==> config.mk <==
export PLATFORM = sky130hd
export DESIGN_NAME = mult_reg_sequencer_flat
export DESIGN_NICKNAME = d
export VERILOG_FILES = /design/src/rtl/mult_reg_sequencer_if.sv /design/src/rtl/mult_reg_sequencer.sv /design/src/flat_wrapper.sv
export SDC_FILE = /design/constraint.sdc
export NUM_CORES = 1
export LEC_CHECK = 0
export ABC_AREA = 0
export BUFFER_PORTS_ARGS = -buffer_cell sky130_fd_sc_hd__buf_2
export CORE_UTILIZATION = 30
export CTS_BUF_LIST = sky130_fd_sc_hd__clkbuf_8
export DETAILED_ROUTE_END_ITERATION = 8
export GPL_TIMING_DRIVEN = 0
export PLACE_DENSITY_LB_ADDON = 0.2
export SYNTH_ARGS = -nofsm -noshare
export SYNTH_HDL_FRONTEND = slang
export SYNTH_SLANG_ARGS = --single-unit
==> constraint.sdc <==
create_clock -name Clk -period 3.3 [get_ports Clk]
set_input_delay 0.66 -clock Clk [delete_from_list [all_inputs] [get_ports Clk]]
set_output_delay 0.66 -clock Clk [all_outputs]
set_load 0.05 [all_outputs]
==> src/rtl/mult_reg_sequencer_if.sv <==
// Bus bundle between the switch/button front end and the multiplier datapath.
// The master drives operands and controls; the slave returns status and product.
interface mult_reg_sequencer_if #(
  parameter int WIDTH = 8
);

  // Controls and operand from the front end
  logic             Ld_B;
  logic             Start;
  logic             Signed_Mode;
  logic [WIDTH-1:0] Switch_D;

  // Status and product back to the display drivers
  logic             Busy;
  logic             Done;
  logic             X;
  logic [WIDTH-1:0] A;
  logic [WIDTH-1:0] B;

  modport master (
    output Ld_B,
    output Start,
    output Signed_Mode,
    output Switch_D,
    input  Busy,
    input  Done,
    input  X,
    input  A,
    input  B
  );

  modport slave (
    input  Ld_B,
    input  Start,
    input  Signed_Mode,
    input  Switch_D,
    output Busy,
    output Done,
    output X,
    output A,
    output B
  );

endinterface

==> src/rtl/mult_reg_sequencer.sv <==
// Shift-add multiplier datapath with its own sequencer.
// State word is {X, A, B}: X is the extension bit, A the upper product half,
// B starts as the multiplier and ends as the lower product half. S holds the
// multiplicand latched at start. Signed runs subtract S on the final bit so the
// multiplier's sign bit carries negative weight (two's complement).
module mult_reg_sequencer #(
  parameter int WIDTH = 8
) (
  input  logic                  Clk,
  input  logic                  Reset,
  mult_reg_sequencer_if.slave   bus
);

  // Counter wide enough to hold WIDTH-1 without wrapping mid-run
  localparam int CNT_W = $clog2(WIDTH + 1);
  localparam logic [CNT_W-1:0] CNT_ZERO = {CNT_W{1'b0}};
  localparam logic [CNT_W-1:0] CNT_ONE  = CNT_W'(1);
  localparam logic [CNT_W-1:0] CNT_LAST = CNT_W'(WIDTH - 1);

  // Sequencer states
  localparam logic [2:0] ST_IDLE   = 3'd0;
  localparam logic [2:0] ST_ADD    = 3'd1;
  localparam logic [2:0] ST_SHIFT  = 3'd2;
  localparam logic [2:0] ST_FINISH = 3'd3;
  localparam logic [2:0] ST_HOLD   = 3'd4;

  // Extend an operand to WIDTH+1 bits: sign-extend in signed mode, zero-extend otherwise
  function automatic logic [WIDTH:0] ext_fn(input logic [WIDTH-1:0] v, input logic sgn);
    return {sgn & v[WIDTH-1], v};
  endfunction

  // Architectural state
  logic [2:0]       state_q,      state_d;
  logic             x_q,          x_d;
  logic [WIDTH-1:0] a_q,          a_d;
  logic [WIDTH-1:0] b_q,          b_d;
  logic [WIDTH-1:0] s_q,          s_d;
  logic             mode_q,       mode_d;
  logic [CNT_W-1:0] cnt_q,        cnt_d;
  logic             busy_q,       busy_d;
  logic             done_q,       done_d;
  logic             start_prev_q, start_prev_d;

  // Datapath intermediates
  logic             start_rise_s;
  logic             last_bit_s;
  logic             do_sub_s;
  logic [WIDTH:0]   ext_a_s;
  logic [WIDTH:0]   ext_s_s;
  logic [WIDTH:0]   sum_s;
  logic             xn_s;

  // Edge detect on Start plus add/subtract unit and shift-in bit
  always_comb begin
    start_rise_s = bus.Start & ~start_prev_q;
    last_bit_s   = (cnt_q == CNT_LAST);
    do_sub_s     = last_bit_s & mode_q;
    ext_a_s      = ext_fn(a_q, mode_q);
    ext_s_s      = ext_fn(s_q, mode_q);
    if (do_sub_s) begin
      sum_s = ext_a_s - ext_s_s;
    end else begin
      sum_s = ext_a_s + ext_s_s;
    end
    xn_s = mode_q & x_q;
  end

  // Next-state logic for the sequencer and datapath registers
  always_comb begin
    state_d      = state_q;
    x_d          = x_q;
    a_d          = a_q;
    b_d          = b_q;
    s_d          = s_q;
    mode_d       = mode_q;
    cnt_d        = cnt_q;
    busy_d       = busy_q;
    done_d       = 1'b0;
    start_prev_d = bus.Start;

    case (state_q)
      ST_IDLE: begin
        busy_d = 1'b0;
        if (bus.Ld_B) begin
          // Load has priority; a coincident start edge is consumed and dropped
          b_d = bus.Switch_D;
          a_d = {WIDTH{1'b0}};
          x_d = 1'b0;
        end else if (start_rise_s) begin
          // B is kept so consecutive runs chain on the previous low half
          s_d     = bus.Switch_D;
          mode_d  = bus.Signed_Mode;
          a_d     = {WIDTH{1'b0}};
          x_d     = 1'b0;
          cnt_d   = CNT_ZERO;
          busy_d  = 1'b1;
          state_d = ST_ADD;
        end else begin
          state_d = ST_IDLE;
        end
      end

      ST_ADD: begin
        if (b_q[0]) begin
          {x_d, a_d} = sum_s;
        end else begin
          x_d = x_q;
          a_d = a_q;
        end
        state_d = ST_SHIFT;
      end

      ST_SHIFT: begin
        {x_d, a_d, b_d} = {xn_s, x_q, a_q, b_q[WIDTH-1:1]};
        cnt_d = cnt_q + CNT_ONE;
        if (last_bit_s) begin
          // Product complete: drop Busy and raise Done together for the FINISH cycle
          busy_d  = 1'b0;
          done_d  = 1'b1;
          state_d = ST_FINISH;
        end else begin
          state_d = ST_ADD;
        end
      end

      ST_FINISH: begin
        busy_d  = 1'b0;
        state_d = ST_HOLD;
      end

      ST_HOLD: begin
        // Wait for Start to be released so a held button cannot retrigger
        busy_d = 1'b0;
        if (!bus.Start) begin
          state_d = ST_IDLE;
        end else begin
          state_d = ST_HOLD;
        end
      end

      default: begin
        busy_d  = 1'b0;
        state_d = ST_IDLE;
      end
    endcase
  end

  // State registers with synchronous active-high reset
  always_ff @(posedge Clk) begin
    if (Reset) begin
      state_q      <= ST_IDLE;
      x_q          <= 1'b0;
      a_q          <= {WIDTH{1'b0}};
      b_q          <= {WIDTH{1'b0}};
      s_q          <= {WIDTH{1'b0}};
      mode_q       <= 1'b0;
      cnt_q        <= CNT_ZERO;
      busy_q       <= 1'b0;
      done_q       <= 1'b0;
      start_prev_q <= 1'b0;
    end else begin
      state_q      <= state_d;
      x_q          <= x_d;
      a_q          <= a_d;
      b_q          <= b_d;
      s_q          <= s_d;
      mode_q       <= mode_d;
      cnt_q        <= cnt_d;
      busy_q       <= busy_d;
      done_q       <= done_d;
      start_prev_q <= start_prev_d;
    end
  end

  // Outputs come straight from registers
  assign bus.Busy = busy_q;
  assign bus.Done = done_q;
  assign bus.X    = x_q;
  assign bus.A    = a_q;
  assign bus.B    = b_q;

endmodule

==> src/flat_wrapper.sv <==
// flat-port wrapper written by rule: the top's interface ports become plain ports
module mult_reg_sequencer_flat 
#(
  parameter int WIDTH = 8
)
  (Clk, Reset, bus_Ld_B, bus_Start, bus_Signed_Mode, bus_Switch_D, bus_Busy, bus_Done, bus_X, bus_A, bus_B);
  mult_reg_sequencer_if #(.WIDTH(WIDTH)) bus_i ();
  input  logic Clk;
  input  logic Reset;
  input wire logic [$bits(bus_i.Ld_B)-1:0] bus_Ld_B;
  input wire logic [$bits(bus_i.Start)-1:0] bus_Start;
  input wire logic [$bits(bus_i.Signed_Mode)-1:0] bus_Signed_Mode;
  input wire logic [$bits(bus_i.Switch_D)-1:0] bus_Switch_D;
  output wire logic [$bits(bus_i.Busy)-1:0] bus_Busy;
  output wire logic [$bits(bus_i.Done)-1:0] bus_Done;
  output wire logic [$bits(bus_i.X)-1:0] bus_X;
  output wire logic [$bits(bus_i.A)-1:0] bus_A;
  output wire logic [$bits(bus_i.B)-1:0] bus_B;
  assign bus_i.Ld_B = bus_Ld_B;
  assign bus_i.Start = bus_Start;
  assign bus_i.Signed_Mode = bus_Signed_Mode;
  assign bus_i.Switch_D = bus_Switch_D;
  assign bus_Busy = bus_i.Busy;
  assign bus_Done = bus_i.Done;
  assign bus_X = bus_i.X;
  assign bus_A = bus_i.A;
  assign bus_B = bus_i.B;
  mult_reg_sequencer #(.WIDTH(WIDTH)) u_core (.Clk(Clk), .Reset(Reset), .bus(bus_i));
endmodule
==> impl_metrics.env <==
export IMPL_status="finished, final reports clean"
export IMPL_setup_violations=0
export IMPL_synth_top_cells_by_count="nand2_1, dfxtp_1, nor2_1"
export IMPL_clock_latency_ns=0.30
export IMPL_portBuffers=31
export IMPL_route_met2_wl_mm=2.47
export IMPL_timing_final_crit_period_ns=3.03
export IMPL_yosysTopAreaCellShare_pct=33.1
export IMPL_clockRootBuffer="clkbuf_8"
export IMPL_ys_flop_type="dfxtp_1"
export IMPL_fin_ws_ns=0.271
export IMPL_timing_final_hold_violations=0
export IMPL_switching_share_pct=34.8
export IMPL_nets=336
export IMPL_relSlewSlack_pct=59.6
export IMPL_fin_skew_ns=0.00550
export IMPL_path_max_fanout=7
export IMPL_async_reset_ff_share_pct=0
export IMPL_p_leak_nw=1.00
export IMPL_seq_power_share_pct=38.8
export IMPL_worst_pin_slew_ns=0.607
export IMPL_avgViaCountPerCell=5.03
export IMPL_report_final_slew_viol_count=0
export IMPL_final_cell_count_no_fill=409
export IMPL_max_cap_violations=0
export IMPL_yosysMostFrequentCell="nand2_1"
export IMPL_period_share_pct=91.8
export IMPL_fmax_ghz=0.330
export IMPL_power_density_nw_per_um2=489
export IMPL_n_fill_cell=756
export IMPL_cp_end_kind="flop"
export IMPL_critical_path_top_delay_family="compound AO/OA/AOI/OAI gates"
export IMPL_combinationalPowerShare_pct=28.9
export IMPL_syn_area_per_cell_um2=7.92
export IMPL_syn_num_nets=299
export IMPL_ff2ff_setup_slack_ns=0.27
export IMPL_ys_types=53
export IMPL_hp_class="flop to flop"
export IMPL_tritoncts="done"
export IMPL_crit_buf_inv=0
export IMPL_holdWs_ns=0.477
export IMPL_worst_setup_path_type="flop to flop"
export IMPL_drcViolationCount=0
export IMPL_drtIter0Drc=88
export IMPL_min_to="u_core.bus.Busy"
export IMPL_route_vias_total=2057
export IMPL_drive_gt1_share_pct=18.5
export IMPL_dr_wl_met3_um=222
export IMPL_routedWlPerCell_um=14.0
export IMPL_slowest_delay_ns=0.44
export IMPL_dp_cells=402
export IMPL_cts_sinks=36
export IMPL_critPathLaunchType="flop"
export IMPL_syn_area_um2=2180
export IMPL_synth_edf_count=0
export IMPL_grt_pass1_wl_mm=9.69
export IMPL_multi_input_area_um2=1360
export IMPL_ant_nets=0
export IMPL_synth_top_area_cell="dfxtp_1"
export IMPL_vdd_drop_max_mv=0.197
export IMPL_r2r_end="u_core.bus.X"
export IMPL_ios=32
export IMPL_coreArea_um2=6910
export IMPL_hpwlAfterDp_mm=4.33
export IMPL_ff2ff_path_depth=10
export IMPL_diodes=0
export IMPL_die_area_um2=7610
export IMPL_routabilityCongestion=0.764
export IMPL_grt_ovfl_total=0
export IMPL_die_w_um=87.2
export IMPL_r2r_start="u_core.cnt_q[0]"
export IMPL_synthToLayoutAreaGrowth_pct=17.6
export IMPL_numCtsBuffers=5
export IMPL_grt_use_total_pct=16.6
export IMPL_p_int_mw=0.818
export IMPL_top_layer="met4"
export IMPL_ys_seq_area_share_pct=33.1
export IMPL_grt_max_degree=13
export IMPL_htree_num_levels=2
export IMPL_clockBufferDepth=2
export IMPL_initial_core_util_pct=31.5
export IMPL_rsz0062_at_grt="no"
export IMPL_p_clk_share_pct=32.3
export IMPL_wl_met1_mm=2.94
export IMPL_synthTopCellsByArea="dfxtp_1, nand2_1, nor2_1"
export IMPL_hold_depth=2
export IMPL_cp_cell_sequence="ha_1 -> and3b_1 -> and2_2 -> mux2_2 -> fa_1 -> nor2b_1 -> o31a_1 -> o21ai_0 -> a2111o_1 -> a31oi_1"
export IMPL_routed_wirelength_mm=5.73
export IMPL_dp_slack_ns=0.105
export IMPL_utilization_pct=37.1
export IMPL_worst_ep_required_time_ns=3.52
export IMPL_drtPass1Iterations=4
export IMPL_clk_pin_slew_ns=0.08
export IMPL_yosysWarnings=0
export IMPL_register_area_um2=721
export IMPL_synth_seq_cells=36
export IMPL_synthCells=275
export IMPL_hold_start="u_core.bus.Busy"
export IMPL_die_h_um=87.2
export IMPL_cpMaxStageDelayCell="fa_1"
export IMPL_fp_row_count=30
export IMPL_grt_pass1_vias=1973
export IMPL_fin_tns_setup_ns=0
export IMPL_antenna_found_initial=0
export IMPL_cp_data_arrival_time_ns=3.25
export IMPL_p_switching_mw=0.436
[area by class of cell]
cell class              instances  share of cell area, %
multi-input cells             215                   52.9
plain buffers                  14                   2.54
well taps                      96                   4.69
clock buffers                   5                   2.69
clock inverters                 3                   1.66
flip-flops and latches         36                   28.1
inverters                       9                   1.32
repair buffers                 31                   6.05
[cell usage in the layout, fill, tap and decap left out, types with 3 or more instances in the layout]
| cell | n |
|---|---|
| a211oi_1 | 6 |
| a21oi_1 | 22 |
| a22oi_1 | 4 |
| a311oi_1 | 10 |
| a31oi_1 | 3 |
| buf_2 | 35 |
| clkbuf_1 | 7 |
| clkbuf_8 | 5 |
| dfxtp_1 | 36 |
| ha_1 | 10 |
| inv_1 | 8 |
| mux2_2 | 3 |
| nand2_1 | 43 |
| nor2_1 | 36 |
| nor2b_1 | 5 |
| nor3_1 | 10 |
| nor3b_1 | 4 |
| o21a_1 | 3 |
| o21ai_0 | 6 |
| or3_1 | 3 |
| xnor2_1 | 10 |
[per-stage QoR]
| step | power [mW] | instance area, um^2 |
|---|---|---|
| final | 1.25 | 2560 |
| after global routing | 1.32 | 2560 |
| after CTS | 1.27 | 2560 |
| after detailed placement | 0.859 | 2450 |
| after global placement | 0.856 | 2450 |
| after floorplan | 0.773 | 2180 |
[sequential cells by signal, indices dropped and copies added (netlist names)]
| name | cells |
|---|---|
| u_core.state_q | 3 |
| u_core.bus.B | 8 |
| u_core.bus.X | 1 |
| u_core.mode_q | 1 |
| u_core.cnt_q | 4 |
| u_core.start_prev_q | 1 |
| u_core.bus.A | 8 |
| u_core.bus.Busy | 1 |
| u_core.bus.Done | 1 |
| u_core.s_q | 8 |
[cells by family after synthesis]
| logic type | Yosys count | share of synthesized area (%) |
|---|---|---|
| XOR/XNOR | 10 | 4.02 |
| AO/OA/AOI/OAI | 69 | 21.6 |
| flip-flops | 36 | 33.1 |
| multiplexers | 4 | 2.01 |
| adder cells (fa/ha/maj) | 11 | 6.66 |
| buffers and inverters | 24 | 4.71 |
| AND/OR/NAND/NOR | 121 | 27.9 |
[power groups by stage]
stage               registers, mW  logic (mW)  clock network (mW)
floorplan                   0.554       0.219                   0
global placement            0.497       0.360                   0
detailed placement          0.496       0.362                   0
CTS                         0.486       0.364               0.419
global route                0.491       0.401               0.430
finish                      0.487       0.362               0.405
[what timing repair did]
| item | in CTS | in global routing |
|---|---|---|
| setup endpoints to repair | 0 | 1 |
| endpoints found under the hold margin | 0 | 0 |
| buffers inserted | 0 | 0 |
| resized for setup | 0 | 1 |
| hold buffers | 0 | 0 |
[worst max path at each step]
| stage | start | end | cells past startpoint | slack [ns] |
|---|---|---|---|---|
| floorplan | u_core.cnt_q[0] | u_core.bus.X | 11 | 0.49 |
| global placement | u_core.cnt_q[0] | u_core.bus.X | 11 | 0.11 |
| detailed placement | u_core.cnt_q[0] | u_core.bus.X | 11 | 0.10 |
| CTS | u_core.cnt_q[0] | u_core.bus.X | 11 | 0.08 |
| global route | u_core.cnt_q[0] | u_core.bus.X | 10 | 0.06 |
| finish | u_core.cnt_q[0] | u_core.bus.X | 10 | 0.27 |
[metal layers]
layer	up-vias	track usage, %
met5	-	0
met4	0	5.81
met3	7	3.32
met2	41	26.1
met1	954	22.6
li1	1055	-
[worst reg2reg max path: cells and delay by family (launching register included)]
kind                       cells  cell delay (ns)
and+or+nand+nor                3             0.65
adders and majority gates      2             0.66
AOI/OAI and AO/OA              4             0.91
muxes                          1             0.37
DFF                            1             0.38
Power figures use the tool's default switching activity.
